### config.mk
export PLATFORM = sky130hd
export DESIGN_NAME = sdram_arbiter_n
export DESIGN_NICKNAME = d
export VERILOG_FILES = /design/src/rtl/sdram_arbiter_n.sv
export SDC_FILE = /design/constraint.sdc
export NUM_CORES = 1
export LEC_CHECK = 0
export ABC_AREA = 0
export BUFFER_PORTS_ARGS = -buffer_cell sky130_fd_sc_hd__buf_4
export CAP_MARGIN = 20
export CELL_PAD_IN_SITES_DETAIL_PLACEMENT = 1
export CELL_PAD_IN_SITES_GLOBAL_PLACEMENT = 2
export CORE_MARGIN = 10
export CORE_UTILIZATION = 21
export CTS_CLUSTER_DIAMETER = 30
export CTS_CLUSTER_SIZE = 16
export DETAILED_ROUTE_END_ITERATION = 16
export GPL_ROUTABILITY_DRIVEN = 0
export HOLD_SLACK_MARGIN = 0.08
export PLACE_DENSITY = 0.75
export SLEW_MARGIN = 25
export SYNTH_ARGS = -nofsm -noshare
export SYNTH_HDL_FRONTEND = slang
export SYNTH_SLANG_ARGS = --single-unit
### constraint.sdc
create_clock -name clk -period 1.91 [get_ports clk]
set_input_delay 0 -clock clk [delete_from_list [all_inputs] [get_ports clk]]
set_output_delay 0 -clock clk [all_outputs]
set_load 0.02 [all_outputs]
### src/rtl/sdram_arbiter_n.sv
// sdram_arbiter_n: N-client SDRAM arbiter with fixed-priority audio, round-robin fairness, burst guard and access timeout
module sdram_arbiter_n #(
  parameter int NUM_CLIENTS = 4,
  parameter int ADDR_W      = 25,
  parameter int DATA_W      = 16,
  parameter int PRIO_CLIENT = 1,
  parameter int MAX_BURST   = 8,
  parameter int TIMEOUT     = 1024
) (
  input  logic                                 clk,
  input  logic                                 reset,
  input  logic                                 init_active,
  input  logic [NUM_CLIENTS-1:0]               cl_req,
  input  logic [NUM_CLIENTS-1:0]               cl_we,
  input  logic [NUM_CLIENTS*ADDR_W-1:0]        cl_addr,
  input  logic [NUM_CLIENTS*(DATA_W/8)-1:0]    cl_be,
  input  logic [NUM_CLIENTS*DATA_W-1:0]        cl_wrdata,
  output logic [NUM_CLIENTS-1:0]               cl_ac,
  output logic [NUM_CLIENTS-1:0]               cl_grant,
  output logic [DATA_W-1:0]                    cl_rddata,
  output logic [ADDR_W-1:0]                    ar_addr,
  output logic [DATA_W/8-1:0]                  ar_be,
  output logic                                 ar_read,
  output logic                                 ar_write,
  output logic [DATA_W-1:0]                    ar_wrdata,
  input  logic                                 ar_ac,
  input  logic [DATA_W-1:0]                    ar_rddata,
  output logic                                 err_timeout
);
  localparam int BE_W = DATA_W / 8;
  localparam int IW   = NUM_CLIENTS > 2 ? $clog2(NUM_CLIENTS) : 1;
  localparam int BW   = $clog2(MAX_BURST + 1);
  localparam int TW   = $clog2(TIMEOUT + 1);
  typedef enum logic [1:0] {IDLE, ACCESS, RELEASE} state_t;
  state_t state, state_n;
  logic [NUM_CLIENTS-1:0] elig, prio_bit, rr_mask;
  logic [IW-1:0] rr_ptr, rr_g, g;
  logic [IW:0] j;
  logic [BW-1:0] burst;
  logic [TW-1:0] tmo_cnt;
  logic any, others, prio_win;
  assign cl_ac = cl_grant & {NUM_CLIENTS{ar_ac && state == ACCESS}};
  assign cl_rddata = ar_rddata;
  // winner selection: audio first unless its burst budget is spent, otherwise round-robin from rr_ptr
  always_comb begin
    elig = cl_req & (init_active ? NUM_CLIENTS'(1) : {NUM_CLIENTS{1'b1}});
    prio_bit = NUM_CLIENTS'(1) << PRIO_CLIENT;
    others = |(elig & ~prio_bit);
    any = |elig;
    prio_win = elig[PRIO_CLIENT] && !(burst == BW'(MAX_BURST) && others);
    rr_mask = elig & ~prio_bit;
    rr_g = '0;
    j = '0;
    for (int k = NUM_CLIENTS - 1; k >= 0; k--) begin
      j = {1'b0, rr_ptr} + (IW+1)'(k);
      j = (j >= (IW+1)'(NUM_CLIENTS)) ? j - (IW+1)'(NUM_CLIENTS) : j;
      rr_g = rr_mask[j[IW-1:0]] ? j[IW-1:0] : rr_g;
    end
    g = prio_win ? IW'(PRIO_CLIENT) : rr_g;
  end
  // next-state: IDLE -> ACCESS on any eligible request, ACCESS -> RELEASE on ar_ac, one bubble back to IDLE
  always_comb begin
    state_n = state;
    state_n = (state == IDLE && any) ? ACCESS :
              (state == ACCESS && ar_ac) ? RELEASE :
              (state == RELEASE) ? IDLE : state;
  end
  // state register
  always_ff @(posedge clk) begin
    if (reset) state <= IDLE;
    else state <= state_n;
  end
  // latch the winning request, track fairness state, and watch for a stuck controller
  always_ff @(posedge clk) begin
    if (reset) begin
      ar_addr <= '0;
      ar_be <= '0;
      ar_wrdata <= '0;
      ar_read <= 1'b0;
      ar_write <= 1'b0;
      cl_grant <= '0;
      rr_ptr <= '0;
      burst <= '0;
      tmo_cnt <= '0;
      err_timeout <= 1'b0;
    end else if (state == IDLE && any) begin
      ar_addr <= cl_addr[g*ADDR_W +: ADDR_W];
      ar_be <= cl_be[g*BE_W +: BE_W];
      ar_wrdata <= cl_wrdata[g*DATA_W +: DATA_W];
      ar_read <= ~cl_we[g];
      ar_write <= cl_we[g];
      cl_grant <= NUM_CLIENTS'(1) << g;
      tmo_cnt <= '0;
      if (prio_win) burst <= !others ? '0 : (burst == BW'(MAX_BURST)) ? burst : burst + 1'b1;
      else begin
        burst <= '0;
        rr_ptr <= (g == IW'(NUM_CLIENTS - 1)) ? '0 : g + 1'b1;
      end
    end else if (state == ACCESS) begin
      if (ar_ac) begin
        ar_read <= 1'b0;
        ar_write <= 1'b0;
        cl_grant <= '0;
      end else if (tmo_cnt == TW'(TIMEOUT - 1)) err_timeout <= 1'b1;
      else tmo_cnt <= tmo_cnt + 1'b1;
    end
  end
endmodule
* Yosys cells after proc, flatten, opt, wreduce, memory -nomap -nowiden
Index checks and enable logic that the tools add are counted.
Widths: inputs -> output; s select.
** Cells by class
- Add/sub/neg operators :: 10
- Multiply operators :: 1
- Divide/modulo/power cells :: 0
- Order comparisons :: 9
- Equality and inequality tests :: 6
- Shifts and indexed selects :: 4
- Muxes and demuxes :: 34
- Bitwise logic cells :: 7
- Reductions and logical operators :: 18
** Operators by type and width (count)
- $shiftx 100x8->25 :: 1
- $shiftx 64x7->16 :: 1
- $mux 4 :: 7
- $mux 2 :: 12
- $lt 2x3->1 const B :: 5
- $add 11x1->11 const B :: 1
- $eq 11x10->1 const B :: 1
- $bmux 1 s2 :: 5
- $mux 1 :: 10
- $ge 3x3->1 const B :: 3
- $and 4x4->4 :: 2
- $shiftx 8x4->2 :: 1
- $sub 2x1->2 const B :: 4
- $mul 2x5->7 const B :: 1
- $add 2x2->3 const B :: 2
- $reduce_and 2->1 :: 3
- $reduce_bool 2->1 :: 3
- $not 1->1 :: 5
- $add 4x1->4 const B :: 1
- $eq 2x2->1 const B :: 2
- $eq 4x4->1 const B :: 1
- $logic_and 1x1->1 :: 4
- $reduce_and 4->1 :: 1
- $reduce_or 4->1 :: 1
- 12 further kinds :: 12
** Storage, ports and cells
- Flip-flop bits (word level) :: 69
- Bits in latches :: 0
- RAM bits :: 0
- Bits in read-only memories :: 0
- Input port bits :: 200
- Output and inout bits :: 70
- Word-level logic and storage cells :: 101
- Memories kept :: 0

* Logic depth before layout (Yosys ltp)
- Depth in word-level cells :: 14
- Depth in mapped cells :: 10
- Mapped depth without buffers :: 9

* Worst setup path after synthesis
Ideal clock, no wire load.
- Kind :: register to register
- Start point :: register burst[0]
- End point :: register ar_addr[10]
- Arrival :: 1.812 ns
- Required time :: 1.772 ns
- Setup slack :: -0.040 ns
- Stages on the path, launching flop included :: 11
- Path buffers :: 2
- Period minus slack after synthesis :: 1.950 ns
- Cells stage by stage :: dfxtp_1 inv_1 ha_1 nand3b_1 and2_1 buf_2 nor3_2 inv_2 nand2_1 clkbuf_1 o221ai_1
** On the way
- Longest elaborated chain between the ends :: 7
** Ends and longest elaborated chain
- start, declared :: RTL line 39 : logic [BW-1:0] burst;
- start signal, assigned :: RTL line 94 : if (prio_win) burst <= !others ? '0 : (burst == BW'(MAX_BURST)) ? burst : burst + 1'b1;
- $eq 4x4->1 :: RTL line 50 : prio_win = elig[PRIO_CLIENT] && !(burst == BW'(MAX_BURST) && others);
- $logic_and 1x1->1 :: RTL line 50
- $logic_not 1->1 :: RTL line 50
- $logic_and 1x1->1 :: RTL line 50
- $mux 2 :: RTL line 59 : g = prio_win ? IW'(PRIO_CLIENT) : rr_g;
- $mul 2x5->7 :: RTL line 87 : ar_addr <= cl_addr[g*ADDR_W +: ADDR_W];
- $shiftx 100x8->25 :: RTL line 87
- end signal, assigned :: RTL line 87
- end, declared :: RTL line 21 : output logic [ADDR_W-1:0] ar_addr,
Every way passes these cells.
A chain may end at the register's enable or synchronous reset.

* Worst setup path in the final report
- Start point :: register burst[0]
- End point :: register ar_addr[14]
The elaborated chain is that of the path after synthesis.

==> Flow_metrics.wiki <==
{| class="wikitable"
! Metric !! Value
|-
| Average detailed-routed wire length per instance || roughly 22 µm
|-
| Avg Vias per Cell || slightly below 5
|-
| Switching power as a share of total power || approximately a third
|-
| Fraction of the cycle the final worst path needs || ~100%
|-
| Chip width || ~160 µm
|-
| Insertion delay of the later-clocked pin in the worst-skew pair || 340 ps
|-
| Hold violation count in the final report || 0
|-
| # H-tree levels || 3
|-
| Area post-placement || around 0.0064 mm²
|-
| Net Count, Synth || 675
|-
| Final cell count without fillers || approximately 1200
|-
| Cell area after synthesis || approximately 0.0043 mm²
|-
| Clock share of power || 31.2%
|-
| Sequential power share || 30.8%
|-
| Maximum cell stage delay along the critical path || between 300 and 400 ps
|-
| Status || finished clean
|-
| Antenna Violating Nets Remaining || 0
|-
| Clock period minus worst slack || roughly 1900 ps
|-
| Launching element type of the critical path || flop
|-
| Static leakage || between 3 and 4 nW
|-
| Maximum clock insertion buffer count || 2
|-
| Synthesized instance count || between 400 and 500
|-
| Class of the tightest hold or removal check || in -> reg
|-
| Unrepaired setup endpoints after global routing || yes
|-
| Wire length of the first global-routing pass || around 38000 µm
|-
| Worst flop-to-flop path startpoint || burst[0]$_SDFFE_PP0P_
|-
| Worst EP arrival || ~2100 ps
|-
| Highest clock rate || 525 MHz
|-
| Area grow syn2layout || 105%
|-
| Reg-to-reg endpoint || ar_addr[14]$_SDFFE_PP0P_
|-
| Slowest CP cell || dfxtp_4
|-
| Count of synthesis-stage warnings from yosys || 0
|-
| Boundary Pins || 270
|-
| Critical-path cell list || inv_4 -> ha_4 -> nand3b_1 -> a2bb2oi_4 -> nand2_4 -> clkinv_8 -> buf_12 -> mux2i_1 -> o221ai_1
|-
| Number of flops mapped to enable cells by yosys || 0
|-
| Number of sinks driven by the clock tree || about 70
|-
| Final cell utilization of the core || between 40 and 50%
|-
| Post-synth ARST share || 0%
|-
| Total detailed-routing wirelength || 25600 µm
|-
| Initial DRC count || 212
|-
| Total gr overflow || 0
|-
| Required time worst endpoint || 2110 ps
|-
| Relative slew slack || 55.9%
|-
| Vias after detailed routing || 5712
|-
| Count of port buffers added during placement || about 240
|-
| Slew Viols, Final || 0
|-
| Hold Slack || 79.5 ps
|-
| Peak supply drop || 0.469 mV
|-
| Commonest non-fill, non-tap cell in the layout || buf_4
|-
| Most frequent cells in the layout || 256 x buf_4, 184 x dlygate4sd3_1, 66 x dfxtp_1, 43 x o211ai_1, 33 x mux2i_1
|-
| PD cells || between 600 and 700 mW/mm²
|-
| Hold Crit Endpoint || ar_be[1]$_SDFFE_PP0P_
|-
| Post-detailed-route DRC marker count || 0
|-
| Worst Path Max Fanout || 8
|-
| Post-route clock skew || between 8 and 9 ps
|-
| Sequential-to-total area share from yosys stat || between 30% and 40%
|-
| Via count of the first global-routing pass || 6590
|-
| Starting density of the core || 21.4%
|-
| Startpoint of the worst hold path || cl_be[1]
|-
| Worst reg-to-reg path cell count || 9
|-
| Sequential cell area || about 0.0014 mm²
|-
| Number of placed instances, taps included || just over 900
|-
| Max-capacitance violation count || 0
|-
| Count of buffer and inverter cells on the critical path || 3
|-
| Number of distinct library cells after synthesis || 50
|-
| Internal cell power || between 3 and 4 mW
|-
| Share of post-route cells with drive strength above 1 || between 30 and 40%
|-
| Die outline height || 164 µm
|-
| Area enclosed by the die boundary || around 0.027 mm²
|-
| Hold Path Stages || 4
|-
| Mean Syn Cell Area || just over 9 µm²
|-
| Standard-cell row count || 52
|-
| Net count reported at finish || around 1100
|-
| Clock buffer count from CTS || 9
|-
| Pin count of the biggest net entering global routing || 46
|-
| Core Region || 0.0202 mm²
|-
| HPWL after detailed placement || around 15000 µm
|-
| Kind of cell adding the most delay to the critical path || compound AO/OA/AOI/OAI gates
|-
| Clock-pin slew on the worst setup and hold paths || around 60 ps
|-
| Clk Tree Root Cell || clkbuf_16
|-
| Number of fillers in the final layout || ~2200
|-
| Combinational share of power || a little under two fifths
|-
| Post-synthesis register bit count || 69
|-
| Cell area after layout || ~0.009 mm²
|-
| Kind of end point of the critical path || flop
|-
| Main flop type after synthesis || dfxtp_1
|-
| Antenna violations before repair || 3
|-
| Combined area of the multi-input logic cells || approximately 0.0027 mm²
|-
| Setup slack of the worst register-to-register path || around 5.7 ps
|-
| Worst slack at placement || -48.9 ps
|-
| GRT Overall Usage || between 15 and 20%
|-
| Slew at the pin with the worst max-slew slack || 661 ps
|-
| First-pass DRT Iterations || 4
|-
| Setup WS post-layout || 5.73 ps
|-
| TritonCTS clock tree || built
|-
| Number of setup violations in the final report || 0
|-
| Start-to-end type of the worst setup path || reg -> reg
|-
| Switching power total || approximately 1.8 mW
|}
-- power groups by stage --
stage          Combinational (mW)  Clock, mW  Sequential, mW
2_1_floorplan               0.671          0            1.87
3_3_place_gp                 1.56          0            1.71
5_1_grt                      2.23       1.84            1.72
3_5_place_dp                 1.59          0            1.72
6_report                     2.10       1.72            1.70
4_1_cts                      1.94       1.77            1.69
-- final cells by class --
cell class	count	area share, %
clock buffers	10	2.69
well taps	270	3.80
flip-flops and latches	69	15.7
clock inverters	6	0.704
repair buffers	455	45.9
inverters	9	0.578
diodes	4	0.113
multi-input cells	327	30.6
-- worst reg2reg max path, stage by stage (launching register included) --
cell and delay (ps):
dfxtp_4 360, inv_4 60, ha_4 110, nand3b_1 160
a2bb2oi_4 240, nand2_4 100, clkinv_8 110, buf_12 150
mux2i_1 280, o221ai_1 180
-- per-layer routing --
metal	vias up	global-route usage, %	share of wire [%]
met1	2787	18.3	36
met5	-	0	0
met2	246	32.0	53
met4	0	7.47	3.0
li1	2627	-	-
met3	52	6.57	8.0
-- state kept, by name (all words and copies together), names as in the netlist, 2 cells and up --
register,flops
ar_addr,25
ar_wrdata,16
tmo_cnt,11
burst,4
cl_grant,4
ar_be,2
rr_ptr,2
state,2
-- cells in the mapped netlist, types with 5 or more instances --
library cell	instances	share of area (%)
nand2_1	17	1.5
nand3_1	9	1.0
clkbuf_1	33	2.9
ha_1	7	2.0
buf_4	16	2.8
o211ai_1	43	7.5
a22o_1	23	4.7
inv_1	7	0.61
o211ai_2	5	1.4
o32a_1	23	5.3
xnor2_1	5	1.0
mux2i_1	45	10
nand4_1	24	3.5
buf_2	9	1.0
and2_1	6	0.87
a21oi_1	13	1.5
dfxtp_1	69	32
o221ai_1	21	4.2
nor2_1	19	1.6
nand3b_1	23	4.0
-- kinds of logic (layout without fill, tap and decap cells) --
family / count (synthesis) / after routing / synth area share, %
adders and majority gates: 7 / 7 / 2.02
and+or+nand+nor: 127 / 127 / 18.0
xor gates and xnor gates: 7 / 7 / 1.42
other: 0 / 4 / 0
buffers and inverters: 72 / 480 / 9.01
AOI/OAI and AO/OA: 141 / 141 / 27.3
muxes: 45 / 45 / 10.4
DFF: 69 / 69 / 31.9
-- timing repair --
item,CTS,global route
setup buffers,0,7
hold buffers,183,1
endpoints found under the setup margin,24,48
resized for setup,5,35
pin swaps,2,9
cloned,0,6
hold endpoints to repair,62,1
-- worst max path at each step --
stage                                    end  cells after the start                  start  slack, ps
floorplan           ar_addr[10]$_SDFFE_PP0P_                     10  burst[0]$_SDFFE_PP0P_         70
global placement      rr_ptr[1]$_SDFFE_PP0P_                      8  burst[0]$_SDFFE_PP0P_         80
global route        ar_addr[14]$_SDFFE_PP0P_                      9  burst[1]$_SDFFE_PP0P_        -90
CTS                   rr_ptr[1]$_SDFFE_PP0P_                      8  burst[0]$_SDFFE_PP0P_         -9
detailed placement  ar_addr[17]$_SDFFE_PP0P_                      9  burst[0]$_SDFFE_PP0P_        -50
finish              ar_addr[14]$_SDFFE_PP0P_                      9  burst[0]$_SDFFE_PP0P_          6
-- per-stage QoR --
step	total power, mW	TNS (ps)
2_1_floorplan	2.54	0
5_1_grt	5.79	-394
3_3_place_gp	3.27	0
3_5_place_dp	3.31	-694
4_1_cts	5.40	-15.8
6_report	5.52	0
(Power assumes the default switching activity.)
